File: config.mk
export PLATFORM = sky130hd
export DESIGN_NAME = spram_arbiter
export DESIGN_NICKNAME = d
export VERILOG_FILES = /design/src/rtl/spram_arbiter.sv
export SDC_FILE = /design/constraint.sdc
export NUM_CORES = 1
export LEC_CHECK = 0
export BUFFER_PORTS_ARGS = -buffer_cell sky130_fd_sc_hd__buf_2
export CORE_AREA = 3 3 85 87
export DETAILED_ROUTE_END_ITERATION = 8
export DIE_AREA = 0 0 88 90
export PLACE_DENSITY = 0.69
export SKIP_LAST_GASP = 1
export SYNTH_ARGS = -nofsm -noshare
export SYNTH_HDL_FRONTEND = slang
export SYNTH_SLANG_ARGS = --single-unit
File: constraint.sdc
create_clock -name clk -period 1.6 [get_ports clk]
set_input_delay 0.32 -clock clk [delete_from_list [all_inputs] [get_ports clk]]
set_output_delay 0.32 -clock clk [all_outputs]
set_load 0.01 [all_outputs]
File: src/rtl/spram_arbiter.sv
// spram_arbiter: shares one single-ported SPRAM word array between the
// instruction-fetch port (I) and the load/store port (D). One access per
// cycle, round-robin or D-priority with a starvation bound, and a one-cycle
// response pulse routed back to the requester that won.
module spram_arbiter #(
    parameter int ADDR_W     = 15,
    parameter int D_PRIO     = 0,
    parameter int STARVE_MAX = 4
) (
    input  logic              clk,
    input  logic              rst,
    input  logic              i_valid,
    output logic              i_ready,
    input  logic [ADDR_W+1:0] i_addr,
    output logic              i_rvalid,
    output logic [31:0]       i_rdata,
    input  logic              d_valid,
    output logic              d_ready,
    input  logic [ADDR_W+1:0] d_addr,
    input  logic [3:0]        d_wstrb,
    input  logic [31:0]       d_wdata,
    output logic              d_rvalid,
    output logic [31:0]       d_rdata,
    output logic [ADDR_W-1:0] ram_addr,
    output logic [3:0]        ram_wen,
    output logic [31:0]       ram_wdata,
    input  logic [31:0]       ram_rdata
);

    typedef enum logic [1:0] {
        RESP_NONE = 2'd0,
        RESP_I    = 2'd1,
        RESP_D    = 2'd2
    } resp_e;

    localparam logic [3:0] STARVE_LIM = 4'(STARVE_MAX);

    logic              gnt_i;
    logic              gnt_d;
    resp_e             resp_sel_q, resp_sel_d;
    logic              last_gnt_d_q, last_gnt_d_d;  // 1: D was granted most recently
    logic [3:0]        starve_cnt_q, starve_cnt_d;
    logic [ADDR_W-1:0] addr_q, addr_d;

    // Byte-offset bits are meaningless for word accesses.
    logic unused_addr_bits;
    assign unused_addr_bits = ^{i_addr[1:0], d_addr[1:0]};

    // Grant decision: single requester wins outright, conflicts go by policy.
    always_comb begin
        gnt_i = 1'b0;
        gnt_d = 1'b0;
        if (!rst) begin
            if (i_valid && d_valid) begin
                if (D_PRIO == 0) begin
                    if (last_gnt_d_q) gnt_i = 1'b1;
                    else              gnt_d = 1'b1;
                end else begin
                    if (starve_cnt_q == STARVE_LIM) gnt_i = 1'b1;
                    else                            gnt_d = 1'b1;
                end
            end else if (i_valid) begin
                gnt_i = 1'b1;
            end else if (d_valid) begin
                gnt_d = 1'b1;
            end
        end
    end

    // RAM drive and handshake; idle cycles keep presenting the last address.
    always_comb begin
        i_ready   = gnt_i;
        d_ready   = gnt_d;
        ram_addr  = addr_q;
        ram_wen   = 4'b0000;
        ram_wdata = d_wdata;
        if (gnt_i) begin
            ram_addr = i_addr[ADDR_W+1:2];
        end else if (gnt_d) begin
            ram_addr = d_addr[ADDR_W+1:2];
            ram_wen  = d_wstrb;
        end
    end

    // Next-state for response routing, fairness history and starvation count.
    always_comb begin
        resp_sel_d   = RESP_NONE;
        last_gnt_d_d = last_gnt_d_q;
        starve_cnt_d = starve_cnt_q;
        addr_d       = ram_addr;
        if (gnt_i) begin
            resp_sel_d   = RESP_I;
            last_gnt_d_d = 1'b0;
        end else if (gnt_d) begin
            resp_sel_d   = RESP_D;
            last_gnt_d_d = 1'b1;
        end
        if (!i_valid || gnt_i) begin
            starve_cnt_d = 4'd0;
        end else if (starve_cnt_q < STARVE_LIM) begin
            starve_cnt_d = starve_cnt_q + 4'd1;
        end
    end

    // State registers; reset leaves D as last winner so I takes the first conflict.
    always_ff @(posedge clk) begin
        if (rst) begin
            resp_sel_q   <= RESP_NONE;
            last_gnt_d_q <= 1'b1;
            starve_cnt_q <= 4'd0;
            addr_q       <= '0;
        end else begin
            resp_sel_q   <= resp_sel_d;
            last_gnt_d_q <= last_gnt_d_d;
            starve_cnt_q <= starve_cnt_d;
            addr_q       <= addr_d;
        end
    end

    // Response pulse one cycle after the grant; suppressed while reset is held.
    always_comb begin
        i_rvalid = !rst && (resp_sel_q == RESP_I);
        d_rvalid = !rst && (resp_sel_q == RESP_D);
        i_rdata  = ram_rdata;
        d_rdata  = ram_rdata;
    end

endmodule

# [Yosys cells after proc, flatten, opt, wreduce, memory -nomap -nowiden]
# Cells that the tools add are included.
[word_totals] out_inout_bits=119 register_bits=18
[classes] n_mux=17 eq_ne=2 n_reduce_logical=6
[ops] operator="$mux W15" n=2
[ops] operator="$mux W1" n=12
[ops] operator="$mux W4" n=2
[ops] operator="$logic_and A1 B1 Y1" n=3
[ops] operator="$eq A2 B1 Y1 const B" n=1
[ops] operator="$eq A2 B2 Y1 const B" n=1
[ops] operator="$mux W2" n=1
[ops] operator="$reduce_bool A2 Y1" n=1
[ops] operator="$reduce_or A2 Y1" n=1
[ops] operator="$logic_not A1 Y1" n=1

# [Depth between registers and ports, before layout]
# Gate-level depths: netlist (run 1).
[depth] ltp_word=6 ltp_mapped=5 ltp_nobuf=3

# [Least setup slack after synthesis (run 1)]
# OpenSTA, ideal clock, no wires.
[synth_timing] path_type="input port to output port" start="input i_valid" end="output ram_wen[0]" path_slack_ps=130 stages=5 t_required_ps=1280 arrival_ps=1150 cell_sequence="and2_1 > buf_4 > buf_4 > nor2_2 > and2_1"
[synth_via] elab_chain_cells=5 elab_cells_between_ends=9
[synth_lines] item="start: declaration" line="12" rtl="input logic i_valid,"
[synth_lines] item="$mux W1 / $logic_and A1 B1 Y1 (equally long branches)" line="62, 54"
[synth_lines] item="$mux W1 *" line="54" rtl="if (i_valid && d_valid) begin"
[synth_lines] item="$mux W1 *" line="53" rtl="if (!rst) begin"
[synth_lines] item="named net d_ready" line="18" rtl="output logic d_ready,"
[synth_lines] item="$mux W4 *" line="79" rtl="end else if (gnt_d) begin"
[synth_lines] item="$mux W4 *" line="77" rtl="if (gnt_i) begin"
[synth_lines] item="end: declaration" line="25" rtl="output logic [3:0] ram_wen,"
# The timed path passes the listed nets; every way through them passes the cells marked *.

# [Worst setup path in the final report (run 1)]
[layout_timing] start="register last_gnt_d_q" end="output ram_addr[3]"
[layout_via] elab_chain_cells=5 elab_cells_between_ends=8
[layout_lines] item="start: declaration" line="41" rtl="logic last_gnt_d_q, last_gnt_d_d;"
[layout_lines] item="start signal: assignment" line="114" rtl="last_gnt_d_q <= last_gnt_d_d;"
[layout_lines] item="$mux W1" line="56" rtl="if (last_gnt_d_q) gnt_i = 1'b1;"
[layout_lines] item="$mux W1" line="54"
[layout_lines] item="$mux W1" line="53"
[layout_lines] item="$mux W15" line="79"
[layout_lines] item="$mux W15 *" line="77"
[layout_lines] item="end: declaration" line="24" rtl="output logic [ADDR_W-1:0] ram_addr,"
# Every way passes the cells marked *; elsewhere a longest branch is shown, timed or not.

==> out/results.ini, run 1 <==
[outcome]
status=finished with violations
violations=negative setup slack

[worst_hold_path]
hold_class=in2reg

[route]
totalWireLength_mm=3.58
dr.pass1.iters=4
drtIter0Drc=36
ant_nets=0
drc=0
wl_per_cell_um=14.2
vias=1123
vias_per_cell=4.46

[synth]
synth_seq_area_share_pct=20.6
yosysWarnings=0
yosysMostFrequentCell=buf_4
synth-edff-count=0
synth_top_area_share_pct=42.9
synth_top_area_cell=buf_4
synthTopCellsByCount=100 x buf_4, 18 x dfxtp_1, 15 x a21oi_1, 15 x inv_1, 10 x a211oi_2
yosysUniqueCellTypes=20
netlist_area_um2=1750
syn_nets=306
ys_ff_latch=18
synth_ff_type=dfxtp_1
async_flop_share_pct=0
avgSynthCellArea_um2=8.75
syn-instance-count=200
synth.area.top_cells=buf_4 43%, dfxtp_1 21%, o32ai_2 7.4%

[worst_setup_path]
worstSetupStartpointType=flip-flop
cp-end-kind=output pin
path_max_fanout=27
worstPathRequired_ps=1280
crit_type=reg2out
cp_cell_sequence=and2b_1 > nor3b_4 > buf_12 > a21oi_1 > buf_2
critPathSlowestCell=dfxtp_2
crit_arrival_ps=1460
slowest_delay_ps=330

[layout]
layout-drive-gt1-share_pct=61.1
fin_nets=282
fin_util_pct=25.2
syn_to_final_growth_pct=-7.58
diodes=0

[clock_tree]
cts-htree-levels=1
cts_tree=yes
clk_pin_slew_ps=70
clkSinkCount=18
clkLatencyLatePin_ps=250
cts-root-buf=clkbuf_8
cts_buffers=3
clockBufferDepth=2

[die]
start_util_pct=27.2
placementRows=29
fp.coreArea_um2=6420
die-height_um=90
boundaryPins=225
die_area_um2=7920
fp.dieW_um=88

[global_route]
grt_first_pass_wirelength_mm=5.63
grt_max_degree=28
grt.total_usage_pct=8.81
grt_pass1_vias=1148
grt.overflow.total=0
antenna_found_initial=0

[place]
place_congestion=0.683
dpl.hpwl_mm=2.81
io_buffers=60

[timing]
fmax_mhz=562
period_share_pct=111
slew_headroom_pct=74.9
rsz0062_at_grt=yes
clock_skew_ps=5.14
worstMarginPinSlew_ps=375
period_needed_ps=1780
maxSlewViolCount=0
hold_viol_final=0
tns_ps=-2670
setup_ws_ps=-180
finalSetupViolCount=16

[pwr]
cellPowerDensity_nw_per_um2=777
ir_drop_mv=0.393
leakage_uw=0.000737

[flow_run]
maxCapViolations=0

[routing by layer]
metal,vias up,wire [µm],track usage [%]
li1,526,-,-
met1,485,1430,10.6
met2,81,1680,13.2
met3,31,327,2.74
met4,0,139,5.88
met5,-,0,0
[metrics by stage]
step	area, µm²	setup slack [ps]	instances	hold WS (ps)	power (µW)
after floorplan	1750	130	200	465	961
after global placement	1530	-138	248	486	879
after detailed placement	1530	-156	248	500	889
after CTS	1590	-222	252	329	1270
after global routing	1620	-291	252	344	1350
final	1620	-180	252	336	1260
[final timing paths]
path	startpoint	to	slack, ps	cells after the start
hold / removal	i_addr[16]	addr_q[14]	340	3
hold reg to reg	last_gnt_d_q	last_gnt_d_q	500	2
setup reg to reg	last_gnt_d_q	addr_q[11]	300	5
setup / recovery	last_gnt_d_q	ram_addr[3]	-180	5
[placed cells by master, fill, tap and decap left out]
cell type / count
dfxtp_2: 1
nor2_1: 2
nand2b_1: 1
clkbuf_8: 4
buf_4: 13
buf_2: 59
and2b_1: 1
and2_1: 3
buf_12: 3
o21bai_1: 1
buf_6: 2
o32ai_1: 5
dfxtp_1: 17
nor3b_4: 1
a21oi_1: 15
inv_1: 15
nor2_4: 1
a211oi_2: 10
o32ai_2: 10
a211oi_1: 5
o21ba_2: 1
and2_4: 2
nor3b_1: 3
[worst max-delay path: cells and delay by family, from the launching register on]
kind | cells | cell delay [ps]
flip-flops | 1 | 330
buffers and inverters | 2 | 350
AO/OA/AOI/OAI | 1 | 90
AND/OR/NAND/NOR | 2 | 430
[flip-flops by register name, indices dropped and copies added, names as in the netlist]
name	cells
addr_q	15
last_gnt_d_q	1
resp_sel_q	2
[power breakdown]
group | switching, µW | internal, µW | leakage (µW)
logic | 195 | 193 | 0.000559
clock network | 153 | 218 | 0.0000288
registers | 12.8 | 484 | 0.000149
[logic make-up after synthesis]
group,after synthesis,synth area share (%)
compound gates,47,25.5
buf+inv,121,48.5
simple gates,14,5.37
flops,18,20.6
[final cells by class]
| cell class | count | area [µm²] |
|---|---|---|
| fillers | 691 | 4810 |
| multi-input cells | 61 | 572 |
| repair buffers | 77 | 475 |
| flip-flops and latches | 18 | 362 |
| well taps | 77 | 96.3 |
| inverters | 15 | 56.3 |
| clock buffers | 4 | 55.1 |
[repair_timing]
action	in CTS	in global routing
pin swaps	0	4
buffers inserted	0	0
endpoints found under the setup margin	20	20
hold buffers	0	0
gates resized for setup	2	6
gates cloned	0	0
hold endpoints to repair	0	0
(Power assumes the default switching activity.)
==> inputs of run 2 (changes only) <==
--- a/config.mk
+++ b/config.mk
@@ -5,10 +5,11 @@
 export SDC_FILE = /design/constraint.sdc
 export NUM_CORES = 1
 export LEC_CHECK = 0
-export BUFFER_PORTS_ARGS = -buffer_cell sky130_fd_sc_hd__buf_2
+export BUFFER_PORTS_ARGS = -buffer_cell sky130_fd_sc_hd__buf_4
 export CORE_AREA = 3 3 85 87
 export DETAILED_ROUTE_END_ITERATION = 8
 export DIE_AREA = 0 0 88 90
+export GPL_TIMING_DRIVEN = 0
 export PLACE_DENSITY = 0.69
 export SKIP_LAST_GASP = 1
 export SYNTH_ARGS = -nofsm -noshare
==> out/results.ini, run 2 (synthesis gave the netlist of run 1 again) <==
[place]
place_congestion=0.716  ; was 0.683
io_buffers=156  ; was 60
post-place-cells=433  ; was 248
dpl.hpwl_mm=4.78  ; was 2.81 mm

[timing]
period_share_pct=113  ; was 111%
period_needed_ps=1800  ; was 1780 ps
worstMarginPinSlew_ps=677  ; was 375 ps
clock_skew_ps=2.40  ; was 5.14 ps
rsz0062_at_grt=yes  ; unchanged
hold_ws_ps=343  ; was 336 ps
slew_headroom_pct=54.9  ; was 74.9%
tns_ps=-3230  ; was -2670 ps
maxSlewViolCount=0  ; unchanged
fmax_mhz=555  ; was 562 MHz
finalSetupViolCount=20  ; was 16
hold_viol_final=0  ; unchanged
setup_ws_ps=-202  ; was -180 ps

[global_route]
grt_first_pass_wirelength_mm=8.46  ; was 5.63 mm
grt.overflow.total=0  ; unchanged
antenna_found_initial=0  ; unchanged
grt_pass1_vias=1818  ; was 1148
grt_max_degree=11  ; was 28
grt.total_usage_pct=13.0  ; was 8.81%

[clock_tree]
clkSinkCount=18  ; unchanged
ctsHoldBuffers=0  ; unchanged
clkLatencyLatePin_ps=250  ; about the same
cts-root-buf=clkbuf_8  ; unchanged
cts_buffers=3  ; unchanged
cts-htree-levels=1  ; unchanged
cts_tree=yes  ; unchanged
clockBufferDepth=2  ; unchanged
clk_pin_slew_ps=70  ; about the same

[worst_setup_path]
crit_type=reg2out  ; unchanged
worstPathRequired_ps=1280  ; about the same
cp_cell_sequence=and2b_1 > nor3b_4 > buf_6 > buf_6 > a21oi_1 > buf_4  ; was and2b_1 > nor3b_4 > buf_12 > a21oi_1 > buf_2
slowest_delay_ps=330  ; about the same
worstSetupStartpointType=flip-flop  ; unchanged
cp-end-kind=output pin  ; unchanged
critPathSlowestCell=dfxtp_2  ; unchanged
path_max_fanout=5  ; was 27
critPathLaunch=last_gnt_d_q  ; unchanged
critPathMostFrequentCell=buf_6
crit_arrival_ps=1480  ; was 1460 ps
regToRegStartpoint=last_gnt_d_q  ; unchanged

[die]
die_area_um2=7920  ; unchanged
boundaryPins=225  ; unchanged
fp.coreArea_um2=6420  ; unchanged
fp.dieW_um=88  ; unchanged
die-height_um=90  ; unchanged
placementRows=29  ; unchanged
start_util_pct=27.2  ; unchanged

[layout]
syn_to_final_growth_pct=89.6  ; was -7.58%
regArea_um2=362  ; unchanged
multiInputGateArea_um2=689  ; was 572 µm²
largest_reg_flops=15  ; unchanged
diodes=0  ; unchanged
final_cell_mix=254 x buf_4, 17 x dfxtp_1, 15 x inv_1, 12 x a21oi_2, 10 x a211oi_2  ; was 59 x buf_2, 17 x dfxtp_1, 15 x inv_1, 15 x a21oi_1, 13 x buf_4
n_fill_cell=629  ; was 691
final_common_cell=buf_4  ; was buf_2
layout-drive-gt1-share_pct=83.6  ; was 61.1%
regMostFlops=addr_q  ; unchanged
reg.largest.list=addr_q x15, resp_sel_q x2, last_gnt_d_q x1  ; unchanged
layout.cells.non_filler=442  ; was 252
fin_nets=473  ; was 282

[route]
ant_nets=0  ; unchanged
vias=1838  ; was 1123
drtIter0Drc=16  ; was 36
dr.pass1.iters=4  ; unchanged
wl_per_cell_um=13.0  ; was 14.2 µm
totalWireLength_mm=5.73  ; was 3.58 mm
drc=0  ; unchanged
vias_per_cell=4.16  ; was 4.46

[pwr]
ir_drop_mv=0.320  ; was 0.393 mV
leakage_uw=0.00170  ; was 0.000737 µW
cellPowerDensity_nw_per_um2=525  ; was 777 nW/µm²
finalPower_uw=1740  ; was 1260 µW

[outcome]
status=finished with violations  ; unchanged
violations=negative setup slack  ; unchanged

[worst_hold_path]
min_from=d_valid  ; was i_addr[16]
hold_class=in2reg  ; unchanged

[flow_run]
maxCapViolations=0  ; unchanged

-- run 2: changes by cell type in the layout (fill, tap and decap cells not counted), moves of 2 or more --
cell,previous run,this run
a21oi_1,15,3
a21oi_2,0,12
buf_12,3,1
buf_2,59,2
buf_4,13,254
buf_6,2,8
o32ai_1,5,7
o32ai_2,10,0
o32ai_4,0,8
-- run 2: report_power, final --
group	switching, µW	leakage [µW]	total, µW	internal, µW
clock network	147	0.0000216	314	167
registers	17.7	0.000149	502	484
logic	368	0.00153	926	559
total	532	0.00170	1740	1210
-- run 2: final cells by class --
type	instances	area share, %
flip-flops and latches	18	10.9
inverters	15	1.70
multi-input cells	61	20.8
plain buffers	106	24.8
clock buffers	3	1.25
repair buffers	162	37.7
well taps	77	2.91
-- run 2: path summary, 6_finish.rpt --
| path | to | slack [ps] | depth (start not counted) |
|---|---|---|---|
| max | ram_addr[5] | -200 | 6 |
| min | last_gnt_d_q | 340 | 3 |
| max reg2reg | addr_q[9] | 220 | 6 |
| min reg2reg | last_gnt_d_q | 500 | 2 |
-- run 2: what timing repair did --
action,4_1_cts,5_1_grt
pin swaps,12,1
setup buffers,3,1
setup endpoints to repair,21,21
gates cloned,1,1
gates resized for setup,35,2
-- run 2: stage by stage --
stage                     area, µm²  utilization (%)  setup WS, ps
after detailed placement       3020             47.0          -198
after global placement         3020             47.0          -193
after global routing           3320             51.6          -297
final                          3320             51.6          -202
after floorplan                1750                -           130
after CTS                      3280             51.0          -216
-- run 2: per-layer routing --
metal	GRT usage (%)	vias to the layer above	part of all wire (%)
met5	0	-	0
met4	1.53	0	0.17
met3	2.83	2	11
met2	26.1	109	56
met1	13.5	818	33
li1	-	909	-
-- run 2: worst max-delay path: cells and delay by family (launching register included) --
family	cells	cell delay, ps
AOI/OAI and AO/OA	1	70
DFF	1	330
and+or+nand+nor	2	400
buffers and inverters	3	440
==> inputs of run 3 (changes only) <==
--- a/config.mk
+++ b/config.mk
@@ -5,7 +5,8 @@
 export SDC_FILE = /design/constraint.sdc
 export NUM_CORES = 1
 export LEC_CHECK = 0
-export BUFFER_PORTS_ARGS = -buffer_cell sky130_fd_sc_hd__buf_4
+export BUFFER_PORTS_ARGS = -buffer_cell sky130_fd_sc_hd__buf_2
+export CAP_MARGIN = 10
 export CORE_AREA = 3 3 85 87
 export DETAILED_ROUTE_END_ITERATION = 8
 export DIE_AREA = 0 0 88 90
==> out/results.ini, run 3 (synthesis gave the netlist of run 1 again) <==
[route]
drtIter0Drc=28  ; was 16
vias_per_cell=4.14  ; was 4.16
drc=0  ; unchanged
totalWireLength_mm=5.41  ; was 5.73 mm
ant_nets=0  ; unchanged
vias=1846  ; was 1838
wl_per_cell_um=12.1  ; was 13.0 µm
dr.pass1.iters=4  ; unchanged

[clock_tree]
clkSinkCount=18  ; unchanged
cts-htree-levels=1  ; unchanged
cts_tree=yes  ; unchanged
clk_pin_slew_ps=70  ; about the same
clockBufferDepth=2  ; unchanged
ctsHoldBuffers=0  ; unchanged
cts-root-buf=clkbuf_8  ; unchanged
clkLatencyLatePin_ps=250  ; about the same
cts_buffers=3  ; unchanged

[worst_hold_path]
hold_depth=3  ; unchanged
hold_class=in2reg  ; unchanged

[layout]
final_cell_mix=156 x buf_2, 105 x buf_4, 17 x dfxtp_1, 15 x inv_1, 14 x a21oi_1  ; was 254 x buf_4, 17 x dfxtp_1, 15 x inv_1, 12 x a21oi_2, 10 x a211oi_2
fin_nets=477  ; was 473
n_fill_cell=649  ; was 629
fin_util_pct=46.1  ; was 51.6%
final_common_cell=buf_2  ; was buf_4
regMostFlops=addr_q  ; unchanged
layout-drive-gt1-share_pct=81.8  ; was 83.6%
largest_reg_flops=15  ; unchanged
diodes=0  ; unchanged
reg.largest.list=addr_q x15, resp_sel_q x2, last_gnt_d_q x1  ; unchanged
syn_to_final_growth_pct=69.1  ; was 89.6%

[die]
start_util_pct=27.2  ; unchanged
fp.coreArea_um2=6420  ; unchanged
placementRows=29  ; unchanged
fp.dieW_um=88  ; unchanged
boundaryPins=225  ; unchanged
die_area_um2=7920  ; unchanged
die-height_um=90  ; unchanged

[global_route]
grt_first_pass_wirelength_mm=7.95  ; was 8.46 mm
grt.overflow.total=0  ; unchanged
grt_pass1_vias=1751  ; was 1818
grt.total_usage_pct=12.1  ; was 13.0%
grt_max_degree=11  ; unchanged
antenna_found_initial=0  ; unchanged

[worst_setup_path]
worstPathRequired_ps=1280  ; about the same
crit_path_end=ram_addr[14]  ; was ram_addr[5]
cp-end-kind=output pin  ; unchanged
reg2reg_depth=7  ; was 6
worstSetupStartpointType=flip-flop  ; unchanged
regToRegStartpoint=last_gnt_d_q  ; unchanged
reg2reg_to=addr_q[14]  ; was addr_q[9]
critPathLaunch=last_gnt_d_q  ; unchanged
crit_arrival_ps=1470  ; was 1480 ps
path_max_fanout=7  ; was 5
crit_type=reg2out  ; unchanged
reg2reg_slack_ps=110  ; was 220 ps

[pwr]
p_seq_share_pct=30.8  ; was 28.8%
switching_share_pct=32.2  ; was 30.6%
clkPwrFrac_pct=19.7  ; was 18.0%
cellPowerDensity_nw_per_um2=552  ; was 525 nW/µm²
ir_drop_mv=0.371  ; was 0.320 mV
p_comb_share_pct=49.4  ; was 53.2%
intPower_uw=1110  ; was 1210 µW
p_sw_uw=526  ; was 532 µW
leakage_uw=0.00161  ; was 0.00170 µW

[timing]
fmax_mhz=559  ; was 555 MHz
hold_viol_final=0  ; unchanged
rsz0062_at_grt=yes  ; unchanged
tns_ps=-2650  ; was -3230 ps
period_share_pct=112  ; was 113%
setup_ws_ps=-190  ; was -202 ps
finalSetupViolCount=16  ; was 20
clock_skew_ps=1.63  ; was 2.40 ps
period_needed_ps=1790  ; was 1800 ps
maxSlewViolCount=0  ; unchanged
worstMarginPinSlew_ps=691  ; was 677 ps
slew_headroom_pct=53.9  ; was 54.9%

[flow_run]
maxCapViolations=0  ; unchanged

[outcome]
violations=negative setup slack  ; unchanged
status=finished with violations  ; unchanged

[place]
place_congestion=0.703  ; was 0.716
io_buffers=156  ; unchanged
dpl.hpwl_mm=4.49  ; was 4.78 mm

## run 3: changes by cell type in the layout (fill, tap and decap cells not counted), moves of 2 or more
| cell | previous run | this run |
|---|---|---|
| o32ai_1 | 7 | 4 |
| buf_2 | 2 | 156 |
| buf_6 | 8 | 6 |
| a21oi_1 | 3 | 14 |
| o32ai_2 | 0 | 3 |
| a21oi_2 | 12 | 1 |
| buf_4 | 254 | 105 |
## run 3: per-stage QoR
| step | setup WS [ps] | hold slack (ps) | std cells | cell area, µm² | power [µW] |
|---|---|---|---|---|---|
| CTS | -235 | 317 | 441 | 2850 | 1620 |
| detailed placement | -233 | 498 | 433 | 2630 | 1220 |
| global placement | -197 | 484 | 433 | 2630 | 1200 |
| global route | -259 | 341 | 446 | 2960 | 1730 |
| finish | -190 | 322 | 446 | 2960 | 1630 |
| floorplan | 130 | 465 | 200 | 1750 | 961 |
## run 3: worst max-delay path, stage by stage, from the launching register on
cell and delay, ps:
dfxtp_2 330, and2b_1 210, nor3b_4 180, buf_6 140, buf_6 130, a21oi_1 70
buf_2 150
## run 3: metal layers
layer  up-vias  wire length (µm)  global-route usage [%]  part of all wire (%)
met5         -                 0                       0                     0
met4         0                37                    2.69                  0.68
met3         4               511                    2.19                   9.4
met2       110              2900                    23.9                    54
met1       815              1960                    12.9                    36
li1        917                 -                       -                     -
## run 3: repair_timing
item                                    4_1_cts  5_1_grt
cloned                                        1        1
endpoints found under the setup margin       21       21
pin swaps                                     6        3
gates resized for setup                      21       18
buffers inserted                              4        5
## run 3: how the worst min path moves through the flow
| stage | to | slack, ps | start |
|---|---|---|---|
| global route | addr_q[0] | 340 | i_addr[2] |
| CTS | addr_q[3] | 320 | i_addr[5] |
| finish | addr_q[3] | 320 | i_addr[5] |
| global placement | last_gnt_d_q | 480 | last_gnt_d_q |
| detailed placement | last_gnt_d_q | 500 | last_gnt_d_q |
| floorplan | last_gnt_d_q | 460 | d_valid |
## run 3: cell type report
type | count | area [µm²] | share of cell area (%)
Inverter | 15 | 56.3 | 1.90
Timing Repair Buffer | 167 | 897 | 30.3
Multi-Input combinational cell | 61 | 679 | 23.0
Buffer | 105 | 826 | 27.9
Clock buffer | 3 | 41.3 | 1.40
Tap cell | 77 | 96.3 | 3.26
Sequential cell | 18 | 362 | 12.2
## run 3: power groups by stage
stage | combinational [µW] | sequential [µW] | clock (µW)
detailed placement | 709 | 507 | 0
finish | 807 | 503 | 322
global placement | 700 | 505 | 0
CTS | 786 | 502 | 333
floorplan | 457 | 504 | 0
global route | 875 | 506 | 352
